**config.mk**
```make
export PLATFORM = sky130hd
export DESIGN_NAME = riscv_hazard_controller
export DESIGN_NICKNAME = d
export VERILOG_FILES = /design/src/rtl/riscv_hazard_controller.sv
export SDC_FILE = /design/constraint.sdc
export NUM_CORES = 1
export LEC_CHECK = 0
export ABC_AREA = 1
export CORE_ASPECT_RATIO = 1.25
export CORE_MARGIN = 10
export CORE_UTILIZATION = 50
export DETAILED_ROUTE_END_ITERATION = 16
export MAX_ROUTING_LAYER = met4
export PLACE_DENSITY = 0.83
export SYNTH_ARGS = -nofsm -noshare
export SYNTH_HDL_FRONTEND = slang
export SYNTH_SLANG_ARGS = --single-unit
```
**constraint.sdc**
```tcl
create_clock -name clk -period 2 [get_ports clk]
set_input_delay 0.4 -clock clk [delete_from_list [all_inputs] [get_ports clk]]
set_output_delay 0.4 -clock clk [all_outputs]
set_load 0.02 [all_outputs]
```
**src/rtl/riscv_hazard_controller.sv**
```systemverilog
// Hazard/stall sequencer for the 5-stage core. It covers the hazards the
// forwarding unit cannot resolve: load-use in D, multi-cycle MDU ops held in
// E (with a timeout), dmem wait in M, and branch-redirect flushes. It also
// keeps saturating counters of stall cycles and applied branch flushes.
module riscv_hazard_controller #(
  parameter int MDU_TIMEOUT = 64,
  parameter int CNT_W       = 32
) (
  input  logic             clk,
  input  logic             rst,
  input  logic [4:0]       rs1_d,
  input  logic [4:0]       rs2_d,
  input  logic             use_rs1_d,
  input  logic             use_rs2_d,
  input  logic [4:0]       rd_e,
  input  logic             mem_read_e,
  input  logic             branch_taken_e,
  input  logic             mdu_start_e,
  input  logic             mdu_done,
  input  logic             dmem_req_m,
  input  logic             dmem_ready,
  output logic             stall_f,
  output logic             stall_d,
  output logic             stall_e,
  output logic             stall_m,
  output logic             flush_d,
  output logic             flush_e,
  output logic             flush_m,
  output logic             flush_w,
  output logic             mdu_busy,
  output logic             mdu_timeout,
  output logic [CNT_W-1:0] stall_cycles,
  output logic [CNT_W-1:0] flush_events
);

  localparam int              WC_W   = $clog2(MDU_TIMEOUT);
  localparam logic [WC_W-1:0] WC_MAX = WC_W'(MDU_TIMEOUT - 1);

  localparam logic [0:0] ST_RUN      = 1'b0;
  localparam logic [0:0] ST_MDU_WAIT = 1'b1;

  logic [0:0]      state_q, state_d;
  logic [WC_W-1:0] wait_cnt_q, wait_cnt_d;
  logic            done_pending_q, done_pending_d;
  logic            mdu_timeout_q, mdu_timeout_d;
  logic [CNT_W-1:0] stall_cycles_q, stall_cycles_d;
  logic [CNT_W-1:0] flush_events_q, flush_events_d;

  logic mem_stall;
  logic load_use;
  logic branch_flush;

  assign mem_stall = dmem_req_m & ~dmem_ready;
  assign load_use  = mem_read_e & (rd_e != 5'd0) &
                     ((use_rs1_d & (rd_e == rs1_d)) | (use_rs2_d & (rd_e == rs2_d)));

  // Next-state, stall/flush decode and counter updates; dmem wait beats everything.
  always_comb begin
    state_d        = state_q;
    wait_cnt_d     = wait_cnt_q;
    done_pending_d = done_pending_q;
    mdu_timeout_d  = mdu_timeout_q;
    stall_f = 1'b0; stall_d = 1'b0; stall_e = 1'b0; stall_m = 1'b0;
    flush_d = 1'b0; flush_e = 1'b0; flush_m = 1'b0; flush_w = 1'b0;
    branch_flush   = 1'b0;

    if (mem_stall) begin
      // Whole pipe frozen; W gets a bubble since M cannot retire.
      stall_f = 1'b1; stall_d = 1'b1; stall_e = 1'b1; stall_m = 1'b1;
      flush_w = 1'b1;
      if (state_q == ST_MDU_WAIT) begin
        // Remember a completion that arrives while frozen; keep timing the op
        // but hold at the limit so the abort lands once the freeze lifts.
        done_pending_d = done_pending_q | mdu_done;
        if (wait_cnt_q != WC_MAX) wait_cnt_d = wait_cnt_q + 1'b1;
      end
    end else if (state_q == ST_RUN) begin
      if (mdu_start_e) begin
        stall_f = 1'b1; stall_d = 1'b1; stall_e = 1'b1;
        flush_m = 1'b1;
        state_d        = ST_MDU_WAIT;
        wait_cnt_d     = '0;
        done_pending_d = 1'b0;
      end else if (branch_taken_e) begin
        // Wrong-path instrs in D and E are squashed; load-use on them is moot.
        flush_d      = 1'b1;
        flush_e      = 1'b1;
        branch_flush = 1'b1;
      end else if (load_use) begin
        stall_f = 1'b1; stall_d = 1'b1;
        flush_e = 1'b1;
      end
    end else begin
      if (mdu_done | done_pending_q) begin
        // Result available: let the E op advance with no stall.
        state_d        = ST_RUN;
        done_pending_d = 1'b0;
      end else if (wait_cnt_q == WC_MAX) begin
        // Abort: drop the stuck op out of E, keep F/D so they re-present.
        stall_f = 1'b1; stall_d = 1'b1;
        flush_e = 1'b1; flush_m = 1'b1;
        state_d        = ST_RUN;
        wait_cnt_d     = '0;
        done_pending_d = 1'b0;
        mdu_timeout_d  = 1'b1;
      end else begin
        stall_f = 1'b1; stall_d = 1'b1; stall_e = 1'b1;
        flush_m = 1'b1;
        wait_cnt_d = wait_cnt_q + 1'b1;
      end
    end

    stall_cycles_d = stall_cycles_q;
    if (stall_f && (stall_cycles_q != '1)) stall_cycles_d = stall_cycles_q + 1'b1;
    flush_events_d = flush_events_q;
    if (branch_flush && (flush_events_q != '1)) flush_events_d = flush_events_q + 1'b1;

    // Nothing moves the pipe while reset is held.
    if (rst) begin
      stall_f = 1'b0; stall_d = 1'b0; stall_e = 1'b0; stall_m = 1'b0;
      flush_d = 1'b0; flush_e = 1'b0; flush_m = 1'b0; flush_w = 1'b0;
    end
  end

  // State, MDU tracking and perf counter registers.
  always_ff @(posedge clk) begin
    if (rst) begin
      state_q        <= ST_RUN;
      wait_cnt_q     <= '0;
      done_pending_q <= 1'b0;
      mdu_timeout_q  <= 1'b0;
      stall_cycles_q <= '0;
      flush_events_q <= '0;
    end else begin
      state_q        <= state_d;
      wait_cnt_q     <= wait_cnt_d;
      done_pending_q <= done_pending_d;
      mdu_timeout_q  <= mdu_timeout_d;
      stall_cycles_q <= stall_cycles_d;
      flush_events_q <= flush_events_d;
    end
  end

  assign mdu_busy     = (state_q == ST_MDU_WAIT);
  assign mdu_timeout  = mdu_timeout_q;
  assign stall_cycles = stall_cycles_q;
  assign flush_events = flush_events_q;

endmodule

```
==> results.sh <==
export IMPL_rsz0062_at_grt="true"
export IMPL_crit_slowest_cell="dfxtp_2"
export IMPL_fin_crit_sh=0.990
export IMPL_drtIter0Drc=339
export IMPL_clk_path_buf_depth=2
export IMPL_synth_top_family_by_area="simple AND/OR/NAND/NOR gates"
export IMPL_combPwrFrac=0.124
export IMPL_core_area_sq_um=9270
export IMPL_ys_ff_latch=73
export IMPL_synth_most_common_cell="nand2_1"
export IMPL_sequentialPowerShare=0.388
export IMPL_synth_avg_cell_area_sq_um=6.15
export IMPL_hp_class="flop to flop"
export IMPL_syn_num_nets=808
export IMPL_dr_total_vias=5659
export IMPL_antenna_found_initial=0
export IMPL_cts_sinks=73
export IMPL_utilization=0.715
export IMPL_setup_viol=0
export IMPL_numPortBuffers=98
export IMPL_crit_path_max_fanout=3
export IMPL_synthAdderAreaFrac=0.00783
export IMPL_critPathLaunchType="flop"
export IMPL_ys_flop_type="dfxtp_1"
export IMPL_end_kind="output port"
export IMPL_chipHeight_um=129
export IMPL_fillCellCount=791
export IMPL_ys_async_sr_fraction=0
export IMPL_cp_common_cell="nor2_1"
export IMPL_cts_root_buffer="clkbuf_16"
export IMPL_ys_top_cells_by_area="dfxtp_1 (30%), nand2_1 (20%), nor2_1 (8.3%)"
export IMPL_drtPass1Iterations=6
export IMPL_swShare=0.246
export IMPL_maxSlewHeadroom=0.712
export IMPL_multi_input_area_sq_um=3010
export IMPL_hold_viol_final=0
export IMPL_status="completed"
export IMPL_required_ns=1.60
export IMPL_gr_usage_met1=0.236
export IMPL_irDropWorstVdd_uv=409
export IMPL_cp_num_buf_inv=2
export IMPL_wirelength_um=16400
export IMPL_clk_latency_ns=0.34
export IMPL_fmax_mhz=505
export IMPL_p_per_area_nw_per_um2=587
export IMPL_drc=0
export IMPL_layout_drive_gt1_share=0.156
export IMPL_arrival_ns=1.58
export IMPL_grt_pass1_vias=5641
export IMPL_synth_cell_type_count=38
export IMPL_worst_pin_slew_ns=0.429
export IMPL_grt_pass1_wl_um=25900
export IMPL_synth_edf_count=0
export IMPL_switching_power_uw=958
export IMPL_grt_overflow=0
export IMPL_reg2reg_depth=11
export IMPL_pwr_share_clk=0.488
export IMPL_synth_cell_area_sq_um=4790
export IMPL_leakage_uw=0.00254
export IMPL_dp_hpwl_um=11800
export IMPL_post_drt_via_cell_ratio=5.40
export IMPL_fin_crit_ns=1.98
export IMPL_htree_levels=3
export IMPL_io_pins=99
export IMPL_synth_common_cells="nand2_1 (261), nor2_1 (106), dfxtp_1 (73)"
export IMPL_grt_max_degree=35
export IMPL_synth_simple_area_share=0.450
export IMPL_dieArea_sq_um=13900
export IMPL_syn_inst=780
export IMPL_synthXorXnorAreaFrac=0.0493
export IMPL_critPathTopFamily="simple AND/OR/NAND/NOR gates"
export IMPL_worst_path_stages=9
export IMPL_nets=947
export IMPL_seq_area_frac_synth=0.305
export IMPL_final_antenna_net_count=0
export IMPL_crit_type="flop to output port"
export IMPL_met2_usage=0.415
export IMPL_cpPeakStageDelay_ns=0.34
export IMPL_grt_util_all_layers=0.233
export IMPL_slew_viol_final=0
export IMPL_cts_buffers=9
export IMPL_grt_busiest_layer="met2"
export IMPL_synth_area_mux_share=0
export IMPL_use_met3=0.0422
export IMPL_finalClockSkew_ns=0.00566
export IMPL_gp_congestion=0.937
export IMPL_cts_tree="done"
export IMPL_hold_slack_ns=0.483
export IMPL_holdPathStages=2
export IMPL_antennaDiodeCount=0
export IMPL_synth_top_area_cell="dfxtp_1"
export IMPL_hold_buffers=0
export IMPL_synth_warnings=0
export IMPL_die_x_um=108
export IMPL_register_area_sq_um=1470
export IMPL_power_internal_uw=2930
export IMPL_synth_compound_area_frac=0.0942
export IMPL_path_clk_slew_ns=0.06
export IMPL_wl_per_cell_um=15.6
export IMPL_crit_chain="ha_4 -> nand2_4 -> nor2_4 -> nand2_2 -> inv_2 -> nor2_2 -> nor2_1 -> nor2_1 -> buf_4"
export IMPL_yosysTopAreaCellShare=0.305
export IMPL_rows=39
export IMPL_maxCapViolCount=0
export IMPL_syn_to_final_growth_pct=38.3
export IMPL_start_util=0.517
## path summary, 6_finish.rpt
check,start,to,slack (ns)
setup reg to reg,flush_events[0],flush_events[14],0.12
hold / removal,wait_cnt_q[4],wait_cnt_q[4],0.48
hold reg to reg,wait_cnt_q[4],wait_cnt_q[4],0.48
setup / recovery,wait_cnt_q[1],stall_e,0.02
## worst register-to-register path, stage by stage (launching register included)
cell     delay [ns]
dfxtp_1        0.39
ha_4           0.18
inv_1          0.06
nor3_4         0.24
nand2_2        0.12
nor2_4         0.13
nand2_2        0.08
nand2_4        0.09
buf_12         0.15
nor2_1         0.08
o21ai_0        0.17
a21oi_1        0.07
## final cells by class
type,instances,area share
inverters,79,0.0451
well taps,123,0.0232
flip-flops and latches,73,0.221
clock inverters,5,0.0155
clock buffers,11,0.0366
repair buffers,150,0.204
multi-input cells,606,0.454
## per-stage QoR
step | cells | cell area, sq um | setup TNS [ns] | worst slack, ns | power, uW
finish | 1047 | 6630 | 0 | 0.0210 | 3890
global route | 1047 | 6630 | -0.214 | -0.0756 | 4020
CTS | 1042 | 6510 | 0 | 0.0102 | 3860
detailed placement | 1022 | 6140 | -22.35 | -0.798 | 1980
global placement | 1022 | 6140 | -15.16 | -0.637 | 1970
floorplan | 780 | 4790 | 0 | 0.116 | 1780
## what timing repair did
item / 4_1_cts / 5_1_grt
buffers inserted: 4 / 4
pin swaps: 16 / 12
gates resized for setup: 62 / 38
gates cloned: 0 / 1
setup endpoints to repair: 40 / 54
## flip-flops by register name (all words and copies together) (netlist names)
signal	flops
mdu_busy	1
flush_events	32
wait_cnt_q	6
mdu_timeout	1
done_pending_q	1
stall_cycles	32
## power groups by stage
stage               clock network [uW]  registers [uW]  logic (uW)
CTS                               1910            1500         444
floorplan                            0            1550         232
finish                            1900            1510         482
detailed placement                   0            1530         450
global placement                     0            1530         435
global route                      1980            1510         528
## logic make-up after synthesis
group,after synthesis
and+or+nand+nor,491
buffers and inverters,102
AOI/OAI and AO/OA,84
DFF,73
xor gates and xnor gates,27
adders and majority gates,3
## layout by cell type, fill, tap and decap left out, types with 9 or more instances in the layout
cell type        Yosys  layout
nand3b_1             9       9
o21ai_0             14      14
inv_2                8      13
clkdlybuf4s50_1      0      71
inv_1               70      65
nor2_1             106      99
buf_4                2      50
nand4_1             14      14
clkbuf_16            0       9
dlygate4sd2_1        0      13
nand2_1            261     255
nand3_1             52      51
xor2_1              22      22
nor3_1              22      21
nand2_2              7      11
dfxtp_1             73      68
a21oi_1             57      56
## per-layer routing
metal | vias to the layer above | part of all wire
li1 | 2759 | -
met1 | 2599 | 0.37
met2 | 240 | 0.52
met3 | 61 | 0.062
met4 | 0 | 0.046
met5 | - | 0
Power figures use the tool's default switching activity.
